[config.mk]
export PLATFORM = sky130hd
export DESIGN_NAME = rr_decode_arbiter
export DESIGN_NICKNAME = d
export VERILOG_FILES = /design/src/rtl/rr_decode_arbiter.sv
export SDC_FILE = /design/constraint.sdc
export NUM_CORES = 1
export LEC_CHECK = 0
export BUFFER_PORTS_ARGS = -buffer_cell sky130_fd_sc_hd__buf_2
export CAP_MARGIN = 20
export CELL_PAD_IN_SITES_DETAIL_PLACEMENT = 0
export CELL_PAD_IN_SITES_GLOBAL_PLACEMENT = 1
export CORE_ASPECT_RATIO = 0.8
export CORE_MARGIN = 5
export CORE_UTILIZATION = 41
export DETAILED_ROUTE_END_ITERATION = 7
export GPL_TIMING_DRIVEN = 0
export HOLD_SLACK_MARGIN = 0.06
export PLACE_DENSITY = 0.8
export SLEW_MARGIN = 20
export SYNTH_ARGS = -nofsm -noshare
export SYNTH_HDL_FRONTEND = slang
export SYNTH_SLANG_ARGS = --single-unit
[constraint.sdc]
create_clock -name clk -period 4.3 [get_ports clk]
set_input_delay 1.29 -clock clk [delete_from_list [all_inputs] [get_ports clk]]
set_output_delay 1.29 -clock clk [all_outputs]
set_load 0.01 [all_outputs]
[src/rtl/rr_decode_arbiter.sv]
`default_nettype none
// ============================================================================
// Module   : rr_decode_arbiter
// Purpose  : 16-way round-robin arbiter with capped tenure, 4-bit index and
//            one-hot (4x16 decoded) grant outputs.
// Revision : 1.0 - initial release
// ============================================================================
module rr_decode_arbiter #(
  parameter int unsigned MAX_HOLD = 8
) (
  input  logic        clk,
  input  logic        rst_n,
  input  logic        en,
  input  logic [15:0] req,
  output logic [15:0] grant,
  output logic [3:0]  grant_id,
  output logic        grant_valid,
  output logic        timeout
);

  localparam logic [1:0] c_st_idle  = 2'd0;
  localparam logic [1:0] c_st_grant = 2'd1;
  localparam logic [1:0] c_st_gap   = 2'd2;

  localparam logic [3:0] c_max_hold = 4'(MAX_HOLD);

  logic [1:0] r_state;
  logic [3:0] r_ptr;
  logic [3:0] r_hold_cnt;
  logic [3:0] r_grant_id;
  logic       r_grant_valid;
  logic       r_timeout;

  logic [3:0] w_idx;
  logic [3:0] w_sel;
  logic       w_any;
  logic       w_arb;
  logic       w_drop;
  logic       w_expire;

  // Rotating priority search; scanning downward lets the offset nearest ptr win.
  always_comb begin
    w_idx = 4'd0;
    w_sel = 4'd0;
    w_any = 1'b0;
    for (int k = 15; k >= 0; k--) begin
      w_idx = r_ptr + 4'(k);
      if (req[w_idx]) begin
        w_sel = w_idx;
        w_any = 1'b1;
      end
    end
  end

  assign w_arb    = en && w_any;
  // A requester dropping its line takes precedence over tenure expiry.
  assign w_drop   = !en || !req[r_grant_id];
  assign w_expire = !w_drop && (r_hold_cnt == c_max_hold);

  always_ff @(posedge clk or negedge rst_n) begin
    if (!rst_n) begin
      r_state       <= c_st_idle;
      r_ptr         <= 4'd0;
      r_hold_cnt    <= 4'd0;
      r_grant_id    <= 4'd0;
      r_grant_valid <= 1'b0;
      r_timeout     <= 1'b0;
    end else begin
      r_timeout <= 1'b0;
      case (r_state)
        c_st_grant: begin
          if (w_drop || w_expire) begin
            r_state       <= c_st_gap;
            r_grant_valid <= 1'b0;
            r_hold_cnt    <= 4'd0;
            r_ptr         <= r_grant_id + 4'd1;
            r_timeout     <= w_expire;
          end else begin
            r_hold_cnt <= r_hold_cnt + 4'd1;
          end
        end
        default: begin
          // IDLE and the single GAP cycle both arbitrate on their next edge.
          if (w_arb) begin
            r_state       <= c_st_grant;
            r_grant_id    <= w_sel;
            r_grant_valid <= 1'b1;
            r_hold_cnt    <= 4'd1;
          end else begin
            r_state <= c_st_idle;
          end
        end
      endcase
    end
  end

  for (genvar i = 0; i < 16; i++) begin : g_decode
    assign grant[i] = r_grant_valid && (r_grant_id == 4'(i));
  end

  assign grant_id    = r_grant_id;
  assign grant_valid = r_grant_valid;
  assign timeout     = r_timeout;

endmodule
`default_nettype wire
Word-level counts from Yosys, hierarchy flattened
Index checks and enable logic that the tools add are counted.
{ "totals": {"regBits": 16, "out_inout_bits": 22, "wordCells": 164} }
{ "op_classes": {"addsub": 17, "magnitude_cmp": 17, "eq_ne": 18, "muxes": 77, "bitwise_logic": 1, "n_reduce_logical": 28} }
{ "ops": {"columns": ["operator", "count"], "rows": [
  ["$lt 4x5->1 const B", 17],
  ["$mux 4", 19],
  ["$bmux 1 s4", 17],
  ["$mux 1", 39],
  ["$eq 4x4->1 const B", 9],
  ["$add 4x4->4 const B", 8],
  ["$logic_and 1x1->1", 18],
  ["$add 4x3->4 const B", 4],
  ["$eq 4x3->1 const B", 4],
  ["$add 4x1->4 const B", 3],
  ["$add 4x2->4 const B", 2],
  ["$eq 4x2->1 const B", 2],
  ["$reduce_and 2->1", 3],
  ["$eq 4x1->1 const B", 1],
  ["$logic_not 4->1", 1],
  ["$mux 2", 2],
  ["$logic_not 1->1", 3],
  ["$eq 2x1->1 const B", 1],
  ["$logic_or 1x1->1", 2],
  ["$ne 2x2->1 const B", 1],
  ["$reduce_bool 2->1", 1],
  ["$not 1->1", 1]
]} }

Longest topological paths before layout
{ "logic_depth": {"depth_word": 22, "ltp_mapped": 15, "depth_no_buf": 11} }

Least setup slack after synthesis
OpenSTA, ideal clock, no wires.
{ "synth_timing": {"path_type": "reg2reg", "start": "reg r_ptr[1]", "end": "reg r_grant_id[2], in the netlist grant_id[2]", "arrival_ns": 4.185, "t_required_ns": 4.175, "path_slack_ns": -0.010, "stages_incl_launch_ff": 14, "n_path_buf": 4, "cell_sequence": "dfrtp_1 buf_2 clkbuf_1 clkinv_1 ha_1 clkbuf_1 buf_1 mux2i_1 mux2i_1 a21oi_1 nand3_1 o41ai_4 nor2_4 mux2_4"} }
{ "synth_via": {"elab_chain_cells": 21} }
{ "synth_rtl": {"columns": ["element", "line", "source"], "rows": [
  ["start, declared", "28", "logic [3:0] r_ptr;"],
  ["start signal, assigned", "76", "r_ptr <= r_grant_id + 4'd1;"],
  ["$add 4x4->4", "47", "w_idx = r_ptr + 4'(k);"],
  ["$bmux 1 s4", "48", "if (req[w_idx]) begin"],
  ["$mux 1 (not written as such)", "48", null],
  ["$mux 1 (16 in series)", "48", null],
  ["$logic_and 1x1->1", "55", "assign w_arb = en && w_any;"],
  ["$reduce_and 2->1 (no line)", null, null],
  ["end signal, assigned", "86", "r_grant_id <= w_sel;"],
  ["end, declared", "30", "logic [3:0] r_grant_id;"]
]} }
Parallel ways exist; a longest one is shown, timed or not. The select of a mux whose other input is x is not followed.
A chain may end at the register's enable or synchronous reset.

Final worst setup path
{ "layout_timing": {"start": "in req[3]", "end": "reg r_grant_id[2], in the netlist grant_id[2]"} }
{ "layout_via": {"elab_chain_cells": 20} }
{ "layout_rtl": {"columns": ["element", "line", "source"], "rows": [
  ["start, declared", "14", "input logic [15:0] req,"],
  ["$bmux 1 s4", "48", null],
  ["$mux 1 (not written as such)", "48", null],
  ["$mux 1 (16 in series)", "48", null],
  ["$logic_and 1x1->1", "55", null],
  ["$reduce_and 2->1 (no line)", null, null]
]} }
Parallel ways exist; a longest one is shown, timed or not. The select of a mux whose other input is x is not followed.

==> results.cfg <==
[cells_and_area]
fin_nets = 433
final_cell_mix = 42 x buf_2, 37 x nor2_1, 33 x nand2_1
antenna_cells = 0
layout.cells.most_common = buf_2
area_delta_synth_final_pct = 16.8
drive_gt1_share_pct = 31.0
finalInstanceArea_sq_um = 3690

[clock_tree]
clockBufferDepth = 2
cts_tree = yes
ctsHoldBuffers = 0
cts_buffers = 3
htreeDepth = 1
clkLatencyLatePin_ns = 0.25
clkTransAtPathRegs_ns = 0.07
cts_num_sinks = 16
cts-root-buf = clkbuf_8

[setup_path]
r2r-end = grant_id[2]$_DFFE_PN0P_
critical_path.max_fanout = 10
worst_ep_required_time_ns = 4.44
critPathCaptureType = flip-flop
reg2regPathDepth = 13
criticalPathCategory = input pin to flip-flop
rrSetupSlack_ns = 0.18
startpoint_type = input pin
worstPathArrival_ns = 4.28
reg2reg_from = r_ptr[2]$_DFFE_PN0P_

[synth]
synth.ff_latch_count = 16
synth_nets = 387
ys_warn_count = 0
synth_edf_count = 0
ys_async_sr_fraction_pct = 100
yosysSeqAreaShare_pct = 12.7
synth_top_cell_area_share_pct = 20.7
syn_area_sq_um = 3160
ys_types = 56
synth_area_leader_cell = mux4_2
avgSynthCellArea_sq_um = 8.89
synth_ff_type = dfrtp_1
synthTopCellsByArea = mux4_2 21%, dfrtp_1 13%, mux2i_1 11%
synthCells = 355

[timing]
finalMaxSlewViolations = 0
max_freq_mhz = 242
hold_viol_final = 0
fin_crit_ns = 4.14
slew-limit-headroom_pct = 31.5
worst_slew_pin_slew_ns = 1.02
setup_viol = 0
rsz0062_at_grt = true
fin_skew_ns = 0.00184
post-route-period-util_pct = 96.3

[place]
hpwl_um = 7980
dpl_cell_area_sq_um = 3490
place_congestion = 0.979
port_buffers = 40

[hold_path]
hold_path_class = flip-flop to flip-flop
holdPathEnd = r_hold_cnt[2]$_DFFE_PN0P_
holdPathStages = 1
hp-start = r_hold_cnt[2]$_DFFE_PN0P_

[global_route]
grt_use_total_pct = 21.7
grt_pass1_wl_um = 16200
grt_antenna_before_repair = 0
grt_overflow = 0
grt_pass1_vias = 2953
grt_max_degree = 17

[floorplan]
pin_count = 41
die_height_um = 88.5
initial_core_util_pct = 42.3
die_w_um = 108
die_area_sq_um = 9570
core_area_sq_um = 7460
fp-row-count = 28

[route]
vias = 3163
wl_um = 10200
wl_per_cell_um = 20.3
first_pass_iters = 5
drc = 0
route.antenna.remaining_nets = 0
first_iter_violations = 369
vias_per_cell = 6.26

[outcome]
status = completed

[run]
max-cap-violations = 0
critical path, stage by stage:
cell     delay, ns
buf_2         0.14
mux4_1        0.73
mux4_2        0.65
or4_4         0.57
o41ai_4       0.35
buf_4         0.19
nor2_4        0.06
mux2_4        0.31
routing by layer:
| layer | vias to the layer above | wire, um | track usage, % |
|---|---|---|---|
| met5 | - | 0 | 0 |
| met4 | 0 | 147 | 4.70 |
| met3 | 15 | 1000 | 4.08 |
| met2 | 187 | 4480 | 32.5 |
| met1 | 1509 | 4600 | 32.6 |
| li1 | 1452 | - | - |
synthesized netlist by cell type, types with 2 or more instances:
library cell,n
inv_2,2
and3_1,2
ha_1,13
a21oi_1,18
a21boi_0,3
o21ai_1,4
a21o_1,2
mux2i_1,35
a211oi_1,3
mux4_2,29
o211ai_1,4
nand3b_1,2
a2111oi_0,2
clkinv_1,3
buf_2,4
nand3_1,14
xnor2_1,10
and2_1,3
clkbuf_1,9
o21ai_0,16
a22o_1,2
nand2b_1,8
mux2_2,16
nand2_1,33
nor2_1,37
o221ai_1,5
nor3_1,8
or3_1,3
nor4_1,3
dfrtp_1,16
xor2_1,5
o22ai_1,3
inv_1,9
a31oi_1,5
a22oi_1,2
o21a_1,2
what timing repair did:
action	4_1_cts	5_1_grt
resized for setup	16	14
setup endpoints to repair	10	10
hold endpoints to repair	0	0
pin swaps	1	2
setup buffers	2	1
how the worst max path moves through the flow:
| stage | slack, ns | start | end |
|---|---|---|---|
| 6_report | 0.16 | req[3] | grant_id[2]$_DFFE_PN0P_ |
| 5_1_grt | -0.03 | r_ptr[2]$_DFFE_PN0P_ | grant_id[2]$_DFFE_PN0P_ |
| 4_1_cts | 0.02 | r_ptr[1]$_DFFE_PN0P_ | grant_id[2]$_DFFE_PN0P_ |
| 3_5_place_dp | -1.04 | r_ptr[1]$_DFFE_PN0P_ | grant_id[2]$_DFFE_PN0P_ |
| 3_3_place_gp | -0.98 | r_ptr[1]$_DFFE_PN0P_ | grant_id[2]$_DFFE_PN0P_ |
| 2_1_floorplan | 0.20 | r_ptr[1]$_DFFE_PN0P_ | grant_id[2]$_DFFE_PN0P_ |
logic make-up after synthesis:
kind of cell             count (synthesis)  synth area share (%)
adder cells (fa/ha/maj)                 13                  5.15
XOR/XNOR                                15                  4.16
AO/OA/AOI/OAI                           79                  16.9
buffers and inverters                   30                  4.08
multiplexers                            83                  39.2
AND/OR/NAND/NOR                        119                  17.8
flip-flops                              16                  12.7
through the flow:
step                      utilization, %  setup WS [ns]  cells  TNS (ns)  hold slack [ns]
after floorplan                        -          0.195    355         0            0.454
after global placement              46.8         -0.982    500     -8.57            0.478
after detailed placement            46.8          -1.04    500     -9.15            0.501
after CTS                           48.3         0.0166    505         0            0.499
after global routing                49.4        -0.0297    505   -0.0297            0.525
final                               49.4          0.160    505         0            0.507
flip-flops by register name, summed over array words and instances (netlist names):
name / cells
r_ptr: 4
r_hold_cnt: 4
grant_valid: 1
r_state: 2
grant_id: 4
timeout: 1
area by class of cell:
cell class                 instances  area [sq um]
clock buffer                       4          55.1
tap                              105           131
timing repair buffer              43           223
buffer                            14          82.6
fill                             720          3770
inverter                          14          62.6
multi-input combinational        309          2730
sequential                        16           400
Power is not shown: default switching activity piles up to over one toggle a cycle in this logic, so the estimate is an artifact.
